**config.mk**
```make
export PLATFORM = sky130hd
export DESIGN_NAME = datamem_arbiter
export DESIGN_NICKNAME = d
export VERILOG_FILES = /design/src/rtl/datamem_arbiter.sv
export SDC_FILE = /design/constraint.sdc
export NUM_CORES = 1
export LEC_CHECK = 0
export CAP_MARGIN = 30
export CORE_AREA = 2 2 83 85
export DETAILED_ROUTE_END_ITERATION = 8
export DIE_AREA = 0 0 85 87
export PLACE_DENSITY = 0.86
export SYNTH_ARGS = -nofsm -noshare
export SYNTH_HDL_FRONTEND = slang
export SYNTH_SLANG_ARGS = --single-unit
export TNS_END_PERCENT = 50
```
**constraint.sdc**
```tcl
create_clock -name clk_i -period 2.4 [get_ports clk_i]
set_input_delay 0.48 -clock clk_i [delete_from_list [all_inputs] [get_ports clk_i]]
set_output_delay 0.48 -clock clk_i [all_outputs]
set_load 0.1 [all_outputs]
```
**src/rtl/datamem_arbiter.sv**
```systemverilog
// Sequencer/arbiter sharing one single-port synchronous data RAM between the
// CPU MEM stage and one external requester, with bounded external starvation.
//
// Handshake semantics: a CPU access completes in the cycle where cpu_req_i=1
// and cpu_stall_o=0; an external request is accepted in the cycle where
// ext_valid_i=1 and ext_ready_o=1, and its read data is returned by a
// one-cycle ext_rvalid_o pulse. Requesters hold their fields until then.
module datamem_arbiter #(
  parameter int ADDR_W     = 16,
  parameter int DATA_W     = 16,
  parameter int RD_LAT     = 1,
  parameter int STARVE_MAX = 4
) (
  input  logic              clk_i,
  input  logic              rst_i,
  input  logic              cpu_req_i,
  input  logic              cpu_we_i,
  input  logic [ADDR_W-1:0] cpu_addr_i,
  input  logic [DATA_W-1:0] cpu_wdata_i,
  output logic [DATA_W-1:0] cpu_rdata_o,
  output logic              cpu_stall_o,
  input  logic              ext_valid_i,
  output logic              ext_ready_o,
  input  logic              ext_we_i,
  input  logic [ADDR_W-1:0] ext_addr_i,
  input  logic [DATA_W-1:0] ext_wdata_i,
  output logic [DATA_W-1:0] ext_rdata_o,
  output logic              ext_rvalid_o,
  output logic              mem_en_o,
  output logic              mem_we_o,
  output logic [ADDR_W-1:0] mem_addr_o,
  output logic [DATA_W-1:0] mem_wdata_o,
  input  logic [DATA_W-1:0] mem_rdata_i,
  output logic              dbg_state_o,
  output logic              dbg_owner_o,
  output logic [1:0]        dbg_wcnt_o,
  output logic [3:0]        dbg_streak_o
);

  typedef enum logic {
    S_IDLE    = 1'b0,
    S_RD_WAIT = 1'b1
  } state_e;

  localparam logic       OWN_CPU    = 1'b0;
  localparam logic       OWN_EXT    = 1'b1;
  localparam logic [1:0] RD_LAT_C   = 2'(RD_LAT);
  localparam logic [3:0] STREAK_MAX = 4'(STARVE_MAX);

  state_e            state_q, state_d;
  logic              owner_q, owner_d;
  logic [1:0]        wcnt_q, wcnt_d;
  logic [3:0]        streak_q, streak_d;
  logic [DATA_W-1:0] cpu_rdata_q, cpu_rdata_d;
  logic [DATA_W-1:0] ext_rdata_q, ext_rdata_d;
  logic              cpu_win, ext_win;

  always_ff @(posedge clk_i) begin
    if (rst_i) begin
      state_q     <= S_IDLE;
      owner_q     <= OWN_CPU;
      wcnt_q      <= '0;
      streak_q    <= '0;
      cpu_rdata_q <= '0;
      ext_rdata_q <= '0;
    end else begin
      state_q     <= state_d;
      owner_q     <= owner_d;
      wcnt_q      <= wcnt_d;
      streak_q    <= streak_d;
      cpu_rdata_q <= cpu_rdata_d;
      ext_rdata_q <= ext_rdata_d;
    end
  end

  always_comb begin
    state_d      = state_q;
    owner_d      = owner_q;
    wcnt_d       = wcnt_q;
    streak_d     = streak_q;
    cpu_rdata_d  = cpu_rdata_q;
    ext_rdata_d  = ext_rdata_q;
    cpu_win      = 1'b0;
    ext_win      = 1'b0;
    mem_en_o     = 1'b0;
    mem_we_o     = 1'b0;
    mem_addr_o   = '0;
    mem_wdata_o  = '0;
    cpu_stall_o  = 1'b0;
    ext_ready_o  = 1'b0;
    ext_rvalid_o = 1'b0;
    cpu_rdata_o  = cpu_rdata_q;
    ext_rdata_o  = ext_rdata_q;

    if (rst_i) begin
      // Held registers still show their old value in the first reset cycle.
      cpu_rdata_o = '0;
      ext_rdata_o = '0;
    end else begin
      case (state_q)
        S_IDLE: begin
          cpu_win = cpu_req_i && !(ext_valid_i && (streak_q == STREAK_MAX));
          ext_win = ext_valid_i && !cpu_win;
          if (cpu_win) begin
            mem_en_o    = 1'b1;
            mem_we_o    = cpu_we_i;
            mem_addr_o  = cpu_addr_i;
            mem_wdata_o = cpu_wdata_i;
            cpu_stall_o = !cpu_we_i;
            if (!cpu_we_i) begin
              state_d = S_RD_WAIT;
              owner_d = OWN_CPU;
              wcnt_d  = RD_LAT_C;
            end
            if (ext_valid_i && (streak_q != STREAK_MAX)) begin
              streak_d = streak_q + 4'd1;
            end
          end else if (ext_win) begin
            mem_en_o    = 1'b1;
            mem_we_o    = ext_we_i;
            mem_addr_o  = ext_addr_i;
            mem_wdata_o = ext_wdata_i;
            ext_ready_o = 1'b1;
            cpu_stall_o = cpu_req_i;
            streak_d    = '0;
            if (!ext_we_i) begin
              state_d = S_RD_WAIT;
              owner_d = OWN_EXT;
              wcnt_d  = RD_LAT_C;
            end
          end
        end
        S_RD_WAIT: begin
          cpu_stall_o = cpu_req_i;
          if (wcnt_q == 2'd1) begin
            state_d = S_IDLE;
            wcnt_d  = '0;
            if (owner_q == OWN_CPU) begin
              cpu_rdata_o = mem_rdata_i;
              cpu_rdata_d = mem_rdata_i;
              cpu_stall_o = 1'b0;
            end else begin
              ext_rvalid_o = 1'b1;
              ext_rdata_o  = mem_rdata_i;
              ext_rdata_d  = mem_rdata_i;
            end
          end else begin
            wcnt_d = wcnt_q - 2'd1;
          end
        end
        default: state_d = S_IDLE;
      endcase
      if (!ext_valid_i) begin
        streak_d = '0;
      end
    end
  end

  assign dbg_state_o  = state_q;
  assign dbg_owner_o  = owner_q;
  assign dbg_wcnt_o   = wcnt_q;
  assign dbg_streak_o = streak_q;

endmodule

```
### After elaboration in Yosys (flattened, before gate mapping)

Cells that the tools add are included.

| operators by class | value |
|---|---|
| $add $sub $neg | 2 |
| equality and inequality tests | 9 |
| muxes and demuxes | 56 |
| bitwise operators | 2 |
| reductions and logical operators | 12 |

Operators with widths:

| kind | count |
|---|---|
| $mux 16 | 16 |
| $mux 1 | 29 |
| $mux 4 | 3 |
| $mux 2 | 5 |
| $ne 3x3->1 const B | 3 |
| $reduce_and 3->1 | 2 |
| $add 4x1->4 const B | 1 |
| $eq 4x3->1 const B | 1 |
| $logic_and 1x1->1 | 4 |
| $ne 2x1->1 const B | 2 |
| $ne 4x3->1 const B | 1 |
| $pmux 1 s2 | 2 |
| $pmux 2 s2 | 1 |
| $reduce_and 4->1 | 1 |
| $logic_not 1->1 | 3 |
| $eq 2x1->1 const B | 1 |
| $ne 2x2->1 const B | 1 |
| $not 1->1 | 2 |
| $reduce_bool 2->1 | 1 |
| $reduce_or 2->1 | 1 |
| $sub 2x1->2 const B | 1 |

| storage, ports and cells | value |
|---|---|
| bits in registers | 40 |
| input bits | 86 |
| output and inout bits | 77 |
| logic and storage cells | 87 |

### Longest topological paths before layout

| logic depth | value |
|---|---|
| depth after elaboration | 10 |
| gate-level depth with buffers | 8 |
| mapped depth without buffers | 6 |

### Worst setup path before layout

No wires, ideal clock.

| path | value |
|---|---|
| path type | reg2out |
| from | register wcnt_q[1], in the netlist dbg_wcnt_o[1] |
| to | output port cpu_stall_o |
| data arrival time | 6.384 ns |
| slack | -4.464 ns |
| cell stages (with the launch flop) | 6 |
| cells stage by stage | dfxtp_1 -> inv_1 -> ha_1 -> and3_1 -> clkbuf_1 -> a2111oi_0 |

| between the ends | value |
|---|---|
| longest elaborated chain between the ends | 4 |

RTL lines:

| item | line | source |
|---|---|---|
| start, declared | 52 | `logic [1:0] wcnt_q, wcnt_d;` |
| start signal, assigned | 69 | `wcnt_q <= wcnt_d;` |
| $eq 2x1->1 | 135 | `if (wcnt_q == 2'd1) begin` |
| $mux 1 | 135 |  |
| $pmux 1 s2 | 100 | `case (state_q)` |
| $mux 1 | 95 | `if (rst_i) begin` |
| end, declared | 21 | `output logic cpu_stall_o,` |

No other way between the ends.

### Final worst setup path

| path | value |
|---|---|
| from | register streak_q[1], in the netlist dbg_streak_o[1] |
| to | output port mem_wdata_o[0] |

| between the ends | value |
|---|---|
| longest elaborated chain between the ends | 10 |

RTL lines:

| item | line | source |
|---|---|---|
| start, declared | 53 | `logic [3:0] streak_q, streak_d;` |
| start signal, assigned | 70 | `streak_q <= streak_d;` |
| $eq 4x3->1 (*) | 102 | `cpu_win = cpu_req_i && !(ext_valid_i && (streak_q == STREAK_MAX));` |
| $logic_and 1x1->1 (*) | 102 |  |
| $logic_not 1->1 (*) | 102 |  |
| $logic_and 1x1->1 (*) | 102 |  |
| $logic_not 1->1 | 103 | `ext_win = ext_valid_i && !cpu_win;` |
| $logic_and 1x1->1 | 103 |  |
| $mux 16 | 118 | `end else if (ext_win) begin` |
| $mux 16 (*) | 104 | `if (cpu_win) begin` |
| $mux 16 (*) | 100 |  |
| $mux 16 (*) | 95 |  |
| end, declared | 32 | `output logic [DATA_W-1:0] mem_wdata_o,` |

Every way passes the cells marked *; elsewhere a longest branch is shown, timed or not.

==> results.sh <==
export IMPL_routedWlPerCell_um=26.9
export IMPL_route_detailed_drc=0
export IMPL_cp_required_ns=1.92
export IMPL_reg2reg_to="dbg_wcnt_o[1]$_SDFFE_PP0P_"
export IMPL_dr_max_layer_used="met4"
export IMPL_nFillCells=226
export IMPL_postCtsHoldBufs=0
export IMPL_first_iter_violations=313
export IMPL_hold_class="register to register"
export IMPL_reg2reg_depth=7
export IMPL_slew_headroom_pct=63.7
export IMPL_wl_met2_um=7470
export IMPL_finalSetupTns_ns=-6.47
export IMPL_core_area_um2=6570
export IMPL_finalSetupViolCount=34
export IMPL_finalNonFillerCells=563
export IMPL_ys_ff_latch=40
export IMPL_cts_buffers=5
export IMPL_cts_sinks=40
export IMPL_timing_final_crit_share_pct=112
export IMPL_setup_worst_path_end_class="output pin"
export IMPL_syn_area_per_cell_um2=6.68
export IMPL_die_x_um=85
export IMPL_synth_top_cells_by_count="nand2_1, a21oi_1, dfxtp_1"
export IMPL_synth_edf_count=0
export IMPL_synth_nets=402
export IMPL_start_util_pct=31.8
export IMPL_fin_nets=571
export IMPL_n_antenna_cell=0
export IMPL_ys_seq_area_share_pct=38.3
export IMPL_cellPowerDensity_nw_per_um2=423
export IMPL_viasPerCell=6.03
export IMPL_clock_latency_ns=0.30
export IMPL_cts_buffer_depth=2
export IMPL_io_buffers=162
export IMPL_yosys_cell_count_top_type="nand2_1"
export IMPL_hold_ws_ns=0.513
export IMPL_pre_cts_ws_ns=-0.177
export IMPL_hold_violations=0
export IMPL_antenna_left=0
export IMPL_startpoint="dbg_streak_o[1]$_SDFFE_PP0P_"
export IMPL_total_power_mw=2.51
export IMPL_hpwl_um=8800
export IMPL_synth_cell_types=32
export IMPL_syn_inst=313
export IMPL_drt_wl_total_um=15100
export IMPL_antenna_found_initial=0
export IMPL_status="finished, violations left"
export IMPL_min_delay_start="ext_rdata_q[9]$_DFF_P_"
export IMPL_tightest_slew_ns=0.544
export IMPL_synth_area_um2=2090
export IMPL_place_congestion=0.856
export IMPL_timing_fmax_mhz=371
export IMPL_p_leak_nw=2.04
export IMPL_rrSetupSlack_ns=0.53
export IMPL_grt_pass1_vias=3627
export IMPL_drive_above_1_share_pct=48.2
export IMPL_ys_warn_count=0
export IMPL_rsz0062_at_grt="yes"
export IMPL_io_pins=163
export IMPL_critPathLaunchType="register"
export IMPL_route_met3_wl_um=1500
export IMPL_worstHoldPathCells=2
export IMPL_die_y_um=87
export IMPL_path_max_fanout=16
export IMPL_min_period_ns=2.69
export IMPL_cap_violations=0
export IMPL_htreeDepth=2
export IMPL_grt_use_total_pct=37.6
export IMPL_num_rows=30
export IMPL_grt_start_max_net_pins=40
export IMPL_cts_root_buffer="clkbuf_8"
export IMPL_yosysTopAreaCell="dfxtp_1"
export IMPL_grt_ovfl_total=0
export IMPL_criticalPathCategory="register to output pin"
export IMPL_arrival_ns=2.21
export IMPL_num_vias=3393
export IMPL_dp_cells=545
export IMPL_synthFlopType="dfxtp_1"
export IMPL_dieArea_um2=7400
export IMPL_fin_skew_ns=0.0136
export IMPL_yosysTopAreaCellShare_pct=38.3
export IMPL_cts_tree="done"
export IMPL_area_growth_pct=183
export IMPL_fin_ws_ns=-0.294
export IMPL_async_flop_share_pct=0
export IMPL_firstDrtPassIters=5
export IMPL_clkSlewWorstSetupHoldPaths_ns=0.09
export IMPL_ir_worst_vdd_mv=0.375
export IMPL_hold_end="ext_rdata_q[9]$_DFF_P_"
export IMPL_slew_viol_final=0
export IMPL_violations="negative setup slack"
export IMPL_synth_area_leaders="dfxtp_1, nand2_1, a21oi_1"
export IMPL_r2r_start="dbg_streak_o[0]$_SDFFE_PP0P_"
export IMPL_wl_met1_um=4930
export IMPL_grt_pass1_wl_um=20900
how the worst max path moves through the flow:
stage | endpoint | depth (start not counted)
finish | mem_wdata_o[0] | 8
global route | mem_wdata_o[0] | 8
CTS | mem_wdata_o[0] | 10
detailed placement | mem_wdata_o[0] | 6
global placement | mem_wdata_o[7] | 6
floorplan | cpu_stall_o | 7
layer usage:
layer,vias up,global-route usage [%]
li1,1391,-
met1,1604,41.0
met2,301,66.6
met3,97,8.34
met4,0,22.4
met5,-,0
layout by cell type (no fill, tap or decap), types with 3 or more instances in the layout:
| master | n |
|---|---|
| buf_12 | 77 |
| nand3_1 | 34 |
| buf_4 | 23 |
| dfxtp_4 | 7 |
| nand2_4 | 22 |
| dfxtp_1 | 32 |
| buf_16 | 4 |
| nand2_1 | 68 |
| clkdlybuf4s50_1 | 83 |
| nor2_1 | 3 |
| o21ai_0 | 4 |
| nor2_4 | 3 |
| nand2_2 | 8 |
| a21oi_1 | 5 |
| clkbuf_8 | 5 |
| a21oi_4 | 66 |
kinds of logic (layout without fill, tap and decap cells):
| family | after synthesis | in the layout | synth area share [%] |
|---|---|---|---|
| xor+xnor | 1 | 1 | 0.419 |
| compound gates | 82 | 82 | 20.7 |
| buf+inv | 32 | 202 | 6.71 |
| fa+ha+maj | 3 | 3 | 1.80 |
| flops | 40 | 40 | 38.3 |
| simple gates | 155 | 155 | 32.0 |
timing repair:
item	in CTS	in global routing
cloned	4	0
endpoints found under the setup margin	34	56
gates resized for setup	50	23
pin swaps	40	26
buffers inserted	6	2
critical path: stages (launching register included):
cell and delay, ns:
dfxtp_4 0.36, inv_2 0.07, ha_4 0.13, and3b_2 0.26, a21o_4 0.22, buf_12 0.17, nand3_1 0.21, a21oi_4 0.27
buf_12 0.20
sequential cells by signal, summed over array words and instances (netlist names):
signal,flops
cpu_rdata_q,16
dbg_owner_o,1
dbg_state_o,1
dbg_streak_o,4
dbg_wcnt_o,2
ext_rdata_q,16
report_power, final:
part	internal [mW]	total, mW	leakage (nW)	switching, mW
Sequential	0.678	0.701	0.329	0.0228
Combinational	0.469	1.24	1.65	0.773
Clock	0.308	0.563	0.0558	0.254
area by class of cell:
class / count / area, um2 / area share, %
multi-input combinational: 241 / 2180 / 36.9
clock inverter: 3 / 42.5 / 0.719
timing repair buffer: 189 / 2680 / 45.2
clock buffer: 5 / 68.8 / 1.16
inverter: 5 / 21.3 / 0.359
sequential: 40 / 828 / 14.0
tap: 80 / 100 / 1.69
metrics by stage:
step           instance area [um2]  util, %
2_1_floorplan                 2940        -
3_3_place_gp                  5340     81.3
3_5_place_dp                  5370     81.7
4_1_cts                       5880     89.4
5_1_grt                       5920     90.1
6_report                      5920     90.1
No activity file was read; power rests on OpenSTA's default activity.
